<file path="config.mk">
export PLATFORM = sky130hd
export DESIGN_NAME = sram_write_datapath
export DESIGN_NICKNAME = d
export VERILOG_FILES = /design/src/rtl/sram_write_datapath.sv
export SDC_FILE = /design/constraint.sdc
export NUM_CORES = 1
export LEC_CHECK = 0
export BUFFER_PORTS_ARGS = -buffer_cell sky130_fd_sc_hd__buf_2
export CELL_PAD_IN_SITES_DETAIL_PLACEMENT = 1
export CELL_PAD_IN_SITES_GLOBAL_PLACEMENT = 2
export CORE_MARGIN = 5
export CORE_UTILIZATION = 30
export DETAILED_ROUTE_END_ITERATION = 8
export GPL_TIMING_DRIVEN = 0
export PLACE_DENSITY = 0.86
export SLEW_MARGIN = 5
export SYNTH_ARGS = -nofsm -noshare
export SYNTH_HDL_FRONTEND = slang
export SYNTH_SLANG_ARGS = --single-unit
</file>
<file path="constraint.sdc">
create_clock -name clk -period 3.9 [get_ports clk]
set_clock_uncertainty 0.05 [all_clocks]
set_input_delay 0.195 -clock clk [delete_from_list [all_inputs] [get_ports clk]]
set_output_delay 0.195 -clock clk [all_outputs]
set_load 0.01 [all_outputs]
</file>
<file path="src/rtl/sram_write_datapath.sv">
// SRAM write datapath: address counter, data register, bus enable,
// registered nWE/nCE, committed-word count, full and sticky error.
//
// Ports:
//   clk, reset          rising-edge clock, sync active-high reset
//   latch,count,DE,nWE  strobes from the write FSM
//   writing             burst-in-progress from the write FSM
//   din                 host write data
//   addr_load,addr_init start-address load (ignored mid-burst)
//   sram_addr           SRAM address
//   sram_dq_out/_oe     data to SRAM bus and its tristate enable
//   sram_nwe, sram_nce  active-low write and chip enables
//   full                top address committed, further writes blocked
//   words_written       committed words since last load/reset
//   wr_err              sticky error (write while full, bad reload)
module sram_write_datapath #(
  parameter int ADDR_W = 8,
  parameter int DATA_W = 8,
  parameter int unsigned LAST_ADDR = (1 << ADDR_W) - 1
) (
  input  logic              clk,
  input  logic              reset,
  input  logic              latch,
  input  logic              count,
  input  logic              DE,
  input  logic              nWE,
  input  logic              writing,
  input  logic [DATA_W-1:0] din,
  input  logic              addr_load,
  input  logic [ADDR_W-1:0] addr_init,
  output logic [ADDR_W-1:0] sram_addr,
  output logic [DATA_W-1:0] sram_dq_out,
  output logic              sram_dq_oe,
  output logic              sram_nwe,
  output logic              sram_nce,
  output logic              full,
  output logic [ADDR_W:0]   words_written,
  output logic              wr_err
);

  localparam logic [ADDR_W-1:0] LAST = ADDR_W'(LAST_ADDR);
  localparam logic [ADDR_W:0]   WMAX = (ADDR_W+1)'(1) << ADDR_W;

  logic [ADDR_W-1:0] r_addr;
  logic [DATA_W-1:0] r_dq;
  logic              r_oe;
  logic              r_nwe;
  logic              r_nce;
  logic              r_full;
  logic [ADDR_W:0]   r_words;
  logic              r_err;
  logic              r_count_q;

  logic w_commit;
  logic w_load_ok;
  logic w_load_bad;

  // One commit per rising edge of count.
  assign w_commit   = count & ~r_count_q;
  assign w_load_ok  = addr_load & ~writing;
  assign w_load_bad = addr_load & writing;

  always_ff @(posedge clk) begin
    if (reset) begin
      r_addr    <= '0;
      r_dq      <= '0;
      r_oe      <= 1'b0;
      r_nwe     <= 1'b1;
      r_nce     <= 1'b1;
      r_full    <= 1'b0;
      r_words   <= '0;
      r_err     <= 1'b0;
      r_count_q <= 1'b1;
    end else begin
      r_count_q <= count;
      if (latch)
        r_dq <= din;
      r_nwe <= nWE | r_full;
      // Bus stays driven one cycle past the nWE rise for data hold.
      r_oe  <= DE | ~nWE | ~r_nwe;
      r_nce <= ~writing;

      // An idle load restarts the burst and beats a same-edge commit.
      if (w_load_ok) begin
        r_addr  <= addr_init;
        r_full  <= 1'b0;
        r_words <= '0;
        r_err   <= 1'b0;
      end else begin
        if (w_load_bad)
          r_err <= 1'b1;
        if (w_commit) begin
          if (r_full) begin
            r_err <= 1'b1;
          end else begin
            if (r_words != WMAX)
              r_words <= r_words + 1'b1;
            if (r_addr == LAST)
              r_full <= 1'b1;
            else
              r_addr <= r_addr + 1'b1;
          end
        end
      end
    end
  end

  assign sram_addr     = r_addr;
  assign sram_dq_out   = r_dq;
  assign sram_dq_oe    = r_oe;
  assign sram_nwe      = r_nwe;
  assign sram_nce      = r_nce;
  assign full          = r_full;
  assign words_written = r_words;
  assign wr_err        = r_err;

endmodule

</file>
==> results.sh, run 1 <==
export IMPL_netlist_instances=157
export IMPL_path_clk_slew_ns=0.07
export IMPL_rows=25
export IMPL_final_common_cell="buf_2"
export IMPL_critPathKind="flip-flop to flip-flop"
export IMPL_dpl_cell_area_sq_um=1794
export IMPL_synth_top_area_share=0.4280
export IMPL_synthFlopType="dfxtp_1"
export IMPL_power_switching_mw=0.1781
export IMPL_async_flop_share=0
export IMPL_synthesis_nets=184
export IMPL_rr_endpoint="sram_addr[6]$_SDFFE_PP0P_"
export IMPL_tns_ns=0
export IMPL_drt_iter0_drc=19
export IMPL_syn_area_sq_um=1450
export IMPL_antenna_cells=0
export IMPL_worstPathRequired_ns=4.01
export IMPL_multi_input_area_sq_um=762.0
export IMPL_vias=1378
export IMPL_holdPathEnd="sram_nce$_SDFF_PP1_"
export IMPL_instances_no_fill=284
export IMPL_synth_avg_cell_area_sq_um=9.237
export IMPL_status="complete, no violations"
export IMPL_nNetsFinal=243
export IMPL_power_frac_seq=0.456
export IMPL_slowest_delay_ns=0.42
export IMPL_arrival_ns=1.89
export IMPL_yosysSeqAreaShare=0.4280
export IMPL_io_buffers=52
export IMPL_swShare=0.2367
export IMPL_place_inst=276
export IMPL_die_w_um=79.53
export IMPL_cts_buffers=5
export IMPL_fmax_mhz=560.2
export IMPL_rsz0062_at_grt="no"
export IMPL_vdd_drop_max_uv=200.4
export IMPL_intPower_mw=0.5744
export IMPL_synth_edf_count=0
export IMPL_overflow=0
export IMPL_track_usage=0.1308
export IMPL_post_drt_wl_per_cell_um=14.07
export IMPL_synth_area_leaders="dfxtp_1, mux2i_1, nor2_1"
export IMPL_cp_slowest_cell="dfxtp_1"
export IMPL_ctsResizeCount=0
export IMPL_wirelength_um=3996
export IMPL_io_pins=54
export IMPL_yosys_warnings=0
export IMPL_core_area_sq_um=4723
export IMPL_syn_to_final_growth_pct=31.84
export IMPL_drt_antenna_violating_nets=0
export IMPL_synth_cell_type_count=41
export IMPL_end_kind="flip-flop"
export IMPL_clock_path_buffers=2
export IMPL_clkPwrFrac=0.440
export IMPL_grt_pass1_vias=1428
export IMPL_firstDrtPassIters=4
export IMPL_mostFrequentLayoutCells="buf_2, dfxtp_1, nor2_1, mux2i_1"
export IMPL_drive_gt1_frac=0.3410
export IMPL_die_area_sq_um=6324
export IMPL_fillCellCount=583
export IMPL_yosysTopAreaCell="dfxtp_1"
export IMPL_antenna_found_initial=0
export IMPL_final_period_utilization=0.4577
export IMPL_worstMarginPinSlew_ns=0.5731
export IMPL_grt_max_degree=11
export IMPL_period_needed_ns=1.785
export IMPL_rrSetupSlack_ns=2.11
export IMPL_hold_violations=0
export IMPL_fin_area_sq_um=1912
export IMPL_cts_tree="done"
export IMPL_min_from="writing"
export IMPL_cellLeakagePower_nw=0.8020
export IMPL_cts_setup_buffers=0
export IMPL_drc=0
export IMPL_grt_first_pass_wirelength_um=6520
export IMPL_globalplace_congestion=0.7565
export IMPL_root_buffer="clkbuf_8"
export IMPL_setup_worst_path_start_class="flip-flop"
export IMPL_hold_depth=2
export IMPL_ff_latch_area_sq_um=620.6
export IMPL_holdBufCountCts=0
export IMPL_hp_class="input pin to flip-flop"
export IMPL_reg2reg_from="sram_addr[0]$_SDFFE_PP0P_"
export IMPL_crit_chain="ha_1 -> and4bb_2 -> nand4_1 -> a2111oi_0"
export IMPL_p_comb_frac=0.103
export IMPL_routed_via_density=4.852
export IMPL_insertion_delay_ns=0.28
export IMPL_drv_cap=0
export IMPL_r2r_cells=4
export IMPL_die_y_um=79.53
export IMPL_htreeDepth=2
export IMPL_p_per_area_nw_per_um2=393.6
export IMPL_slew_limit_headroom=0.6179
export IMPL_dpl_hpwl_um=3040
export IMPL_start_util=0.3070
export IMPL_setup_violations=0
export IMPL_cp_max_fo=6
export IMPL_synth_seq_cells=31
export IMPL_cts_num_sinks=31
export IMPL_slew_viol_final=0
[worst max-delay path: cells and delay by family (launching register included)]
kind | cells | cell delay (ns)
fa+ha+maj | 1 | 0.33
flops | 1 | 0.42
simple gates | 2 | 0.47
compound gates | 1 | 0.40
[area by class of cell]
cell class              count  area share
multi-input cells         111      0.3986
flip-flops and latches     31      0.3246
repair buffers             52      0.1361
well taps                  67     0.04385
clock buffers               6     0.04319
plain buffers               9     0.02356
clock inverters             2     0.01832
inverters                   6     0.01178
[per-layer routing]
metal  up-vias  GRT usage  wire length (um)
met4         0    0.04124                45
met5         -          0                 0
met1       660     0.1376              1587
li1        674          -                 -
met3         6    0.05643               296
met2        38     0.2329              2067
[cell usage after synthesis, drive strengths merged (4+ instances only)]
master,number
nand2,7
nor3,4
clkbuf,7
a211oi,5
nand3,6
nor2,23
mux2i,10
dfxtp,31
inv,6
xnor2,6
or3,4
a21oi,7
[how the worst max path moves through the flow]
| stage | startpoint | end | slack [ns] | depth (start not counted) |
|---|---|---|---|---|
| 2_1_floorplan | words_written[0]$_SDFFE_PP0P_ | words_written[8]$_SDFFE_PP0P_ | 2.25 | 6 |
| 3_3_place_gp | sram_addr[0]$_SDFFE_PP0P_ | sram_addr[2]$_SDFFE_PP0P_ | 2.15 | 5 |
| 3_5_place_dp | sram_addr[0]$_SDFFE_PP0P_ | sram_addr[6]$_SDFFE_PP0P_ | 2.09 | 4 |
| 4_1_cts | sram_addr[0]$_SDFFE_PP0P_ | sram_addr[6]$_SDFFE_PP0P_ | 2.07 | 4 |
| 5_1_grt | sram_addr[0]$_SDFFE_PP0P_ | sram_addr[6]$_SDFFE_PP0P_ | 1.91 | 4 |
| 6_report | sram_addr[0]$_SDFFE_PP0P_ | sram_addr[6]$_SDFFE_PP0P_ | 2.11 | 4 |
[cells by family after synthesis]
| kind of cell | synth area share |
|---|---|
| simple gates | 0.2606 |
| flops | 0.4280 |
| compound gates | 0.1277 |
| buf+inv | 0.04660 |
| mux | 0.06903 |
| xor+xnor | 0.04228 |
| fa+ha+maj | 0.02589 |
[state kept, by name (all words and copies together), names as in the netlist]
signal / cells
words_written: 9
sram_addr: 8
full: 1
sram_nwe: 1
r_count_q: 1
sram_nce: 1
wr_err: 1
sram_dq_out: 8
sram_dq_oe: 1
[through the flow]
| step | setup WS [ns] | hold slack (ns) | utilization | total power [mW] |
|---|---|---|---|---|
| after floorplan | 2.246 | 0.2181 | - | 0.3929 |
| after global placement | 2.152 | 0.3472 | 0.3799 | 0.4282 |
| after detailed placement | 2.095 | 0.3550 | 0.3799 | 0.4307 |
| after CTS | 2.069 | 0.04938 | 0.4048 | 0.7652 |
| after global routing | 1.906 | 0.05331 | 0.4048 | 0.7909 |
| final | 2.115 | 0.05676 | 0.4048 | 0.7526 |
[power by group through the flow]
stage	clock, mW	combinational, mW	sequential (mW)
after floorplan	0	0.0382	0.355
after global placement	0	0.0778	0.350
after detailed placement	0	0.0799	0.351
after CTS	0.341	0.0801	0.344
after global routing	0.359	0.0864	0.346
final	0.331	0.0778	0.344
No activity file was read; power rests on OpenSTA's default activity.
==> run 2, diff against run 1 <==
Settings changed: CORE_UTILIZATION 30 to 28, PLACE_DENSITY 0.86 to 0.82.
Clock period 3.9 ns to 1.65 ns, I/O delays scaled along.
==> run 2 against run 1 <==
Against the previous run:
- non-clock buffer count increased by 15
- core utilization is 1.7 points higher
- total power grew 140%
- final cell count increased by 6.3%
- global-route usage increased by 1.0 points
- maximum frequency rose by 8.7%
==> results.sh, run 2 (synthesis results as in run 1) <==
export IMPL_status="complete, no violations"
export IMPL_rrSetupSlack_ns=0.008
export IMPL_core_area_sq_um=5075
export IMPL_setup_worst_path_start_class="flip-flop"
export IMPL_drive_gt1_frac=0.3836
export IMPL_cts_buffers=5
export IMPL_path_clk_slew_ns=0.07
export IMPL_use_met3=0.03070
export IMPL_use_met2=0.2407
export IMPL_die_w_um=81.97
export IMPL_post_drt_wl_per_cell_um=14.57
export IMPL_antenna_cells=0
export IMPL_routed_via_density=4.715
export IMPL_hp_class="input pin to flip-flop"
export IMPL_crit_chain="or3b_4 -> buf_6 -> a21oi_1 -> mux2i_1 -> nor2_1"
export IMPL_mostFrequentLayoutCells="buf_2, dfxtp_1, nor2_1, dlygate4sd3_1, mux2i_1"
export IMPL_grt_first_pass_wirelength_um=7072
export IMPL_use_met1=0.1689
export IMPL_crit_start="full$_SDFFE_PP0P_"
export IMPL_grt_busiest_layer="met2"
export IMPL_cts_tree="done"
export IMPL_dpl_hpwl_um=2938
export IMPL_slew_limit_headroom=0.6245
export IMPL_crit_end="words_written[1]$_SDFFE_PP0P_"
export IMPL_power_frac_seq=0.445
export IMPL_dpl_cell_area_sq_um=1800
export IMPL_firstDrtPassIters=4
export IMPL_vdd_drop_max_uv=476.0
export IMPL_worstMarginPinSlew_ns=0.5633
export IMPL_syn_to_final_growth_pct=47.63
export IMPL_final_common_cell="buf_2"
export IMPL_cts_num_sinks=31
export IMPL_p_per_area_nw_per_um2=852.4
export IMPL_intPower_mw=1.386
export IMPL_root_buffer="clkbuf_8"
export IMPL_clock_path_buffers=2
export IMPL_final_period_utilization=0.9952
export IMPL_setup_violations=0
export IMPL_grt_pass1_vias=1452
export IMPL_drt_iter0_drc=31
export IMPL_ff_latch_area_sq_um=635.6
export IMPL_die_area_sq_um=6718
export IMPL_r2r_cells=5
export IMPL_io_pins=54
export IMPL_grt_max_degree=11
export IMPL_min_from="din[1]"
export IMPL_swShare=0.2403
export IMPL_drv_cap=0
export IMPL_cellLeakagePower_nw=0.8961
export IMPL_antenna_found_initial=0
export IMPL_track_usage=0.1408
export IMPL_p_comb_frac=0.123
export IMPL_overflow=0
export IMPL_cp_slowest_cell="or3b_4"
export IMPL_hold_violations=0
export IMPL_arrival_ns=1.74
export IMPL_wirelength_um=4400
export IMPL_power_switching_mw=0.4385
export IMPL_drc=0
export IMPL_globalplace_congestion=0.7585
export IMPL_start_util=0.2857
export IMPL_drt_antenna_violating_nets=0
export IMPL_reg2reg_from="full$_SDFFE_PP0P_"
export IMPL_largest_register_ffs=9
export IMPL_clkPwrFrac=0.432
export IMPL_rr_endpoint="words_written[1]$_SDFFE_PP0P_"
export IMPL_fillCellCount=650
export IMPL_rows=26
export IMPL_cp_max_fo=10
export IMPL_rsz0062_at_grt="yes"
export IMPL_period_needed_ns=1.642
export IMPL_vias=1424
export IMPL_slew_viol_final=0
export IMPL_slowest_delay_ns=0.42
export IMPL_multi_input_area_sq_um=817.0
export IMPL_end_kind="flip-flop"
export IMPL_fin_area_sq_um=2141
export IMPL_worstPathRequired_ns=1.75
export IMPL_die_y_um=81.97
export IMPL_insertion_delay_ns=0.29
export IMPL_nNetsFinal=258
export IMPL_htreeDepth=2
export IMPL_io_buffers=52
export IMPL_critPathKind="flip-flop to flip-flop"
export IMPL_final_core_utilization=0.4218
export IMPL_fmax_mhz=609.0
## run 2: changes by cell type in the layout (fill, tap and decap cells not counted), sizes merged
| cell | before | now |
|---|---|---|
| clkbuf | 13 | 11 |
| dlygate4sd3 | 0 | 13 |
| buf | 54 | 58 |
## run 2: worst min-delay path by stage
stage	to	slack [ns]	cells after the start
after global placement	sram_nwe$_SDFF_PP1_	0.24	2
after floorplan	sram_nce$_SDFF_PP1_	0.11	1
final	sram_dq_out[1]$_SDFFE_PP0P_	0.004	3
after global routing	sram_dq_out[1]$_SDFFE_PP0P_	0.01	3
after detailed placement	sram_nce$_SDFF_PP1_	0.24	2
after CTS	sram_dq_out[1]$_SDFFE_PP0P_	0.002	3
## run 2: cell type report
cell class,count,share of cell area
plain buffers,7,0.01870
clock buffers,6,0.03857
clock inverters,2,0.01636
inverters,6,0.01052
multi-input cells,111,0.3816
flip-flops and latches,31,0.2969
well taps,70,0.04091
repair buffers,69,0.1964
## run 2: metal layers
layer	wire length, um	up-vias
met3	166	7
met1	1869	670
li1	-	713
met5	0	-
met2	2288	34
met4	75	0
## run 2: through the flow
step | power, mW | TNS (ns) | setup WS [ns] | cells | hold slack, ns
6_report | 1.825 | 0 | 0.007882 | 302 | 0.003615
4_1_cts | 1.839 | 0 | 0.005737 | 302 | 0.001639
3_3_place_gp | 1.012 | -0.3605 | -0.09013 | 279 | 0.2421
5_1_grt | 1.933 | -0.1941 | -0.04600 | 302 | 0.01141
2_1_floorplan | 0.9290 | 0 | 0.004400 | 157 | 0.1056
3_5_place_dp | 1.016 | -0.4658 | -0.1141 | 279 | 0.2437
## run 2: timing repair
action | CTS | global route
endpoints found under the setup margin | 7 | 12
endpoints found under the hold margin | 14 | 0
pin swaps | 4 | 6
setup buffers | 2 | 2
gates resized for setup | 8 | 11
hold buffers | 13 | 0
## run 2: worst max-delay path: cells and delay by family (launching register included)
kind | cells | cell delay (ns)
simple gates | 2 | 0.47
mux | 1 | 0.23
flops | 1 | 0.34
compound gates | 1 | 0.25
buf+inv | 1 | 0.16
## run 2: power by group through the flow
| stage | clock, mW | combinational [mW] | sequential, mW |
|---|---|---|---|
| after global placement | 0 | 0.184 | 0.828 |
| final | 0.788 | 0.225 | 0.812 |
| after detailed placement | 0 | 0.188 | 0.828 |
| after floorplan | 0 | 0.0901 | 0.839 |
| after global routing | 0.865 | 0.250 | 0.818 |
| after CTS | 0.810 | 0.217 | 0.812 |
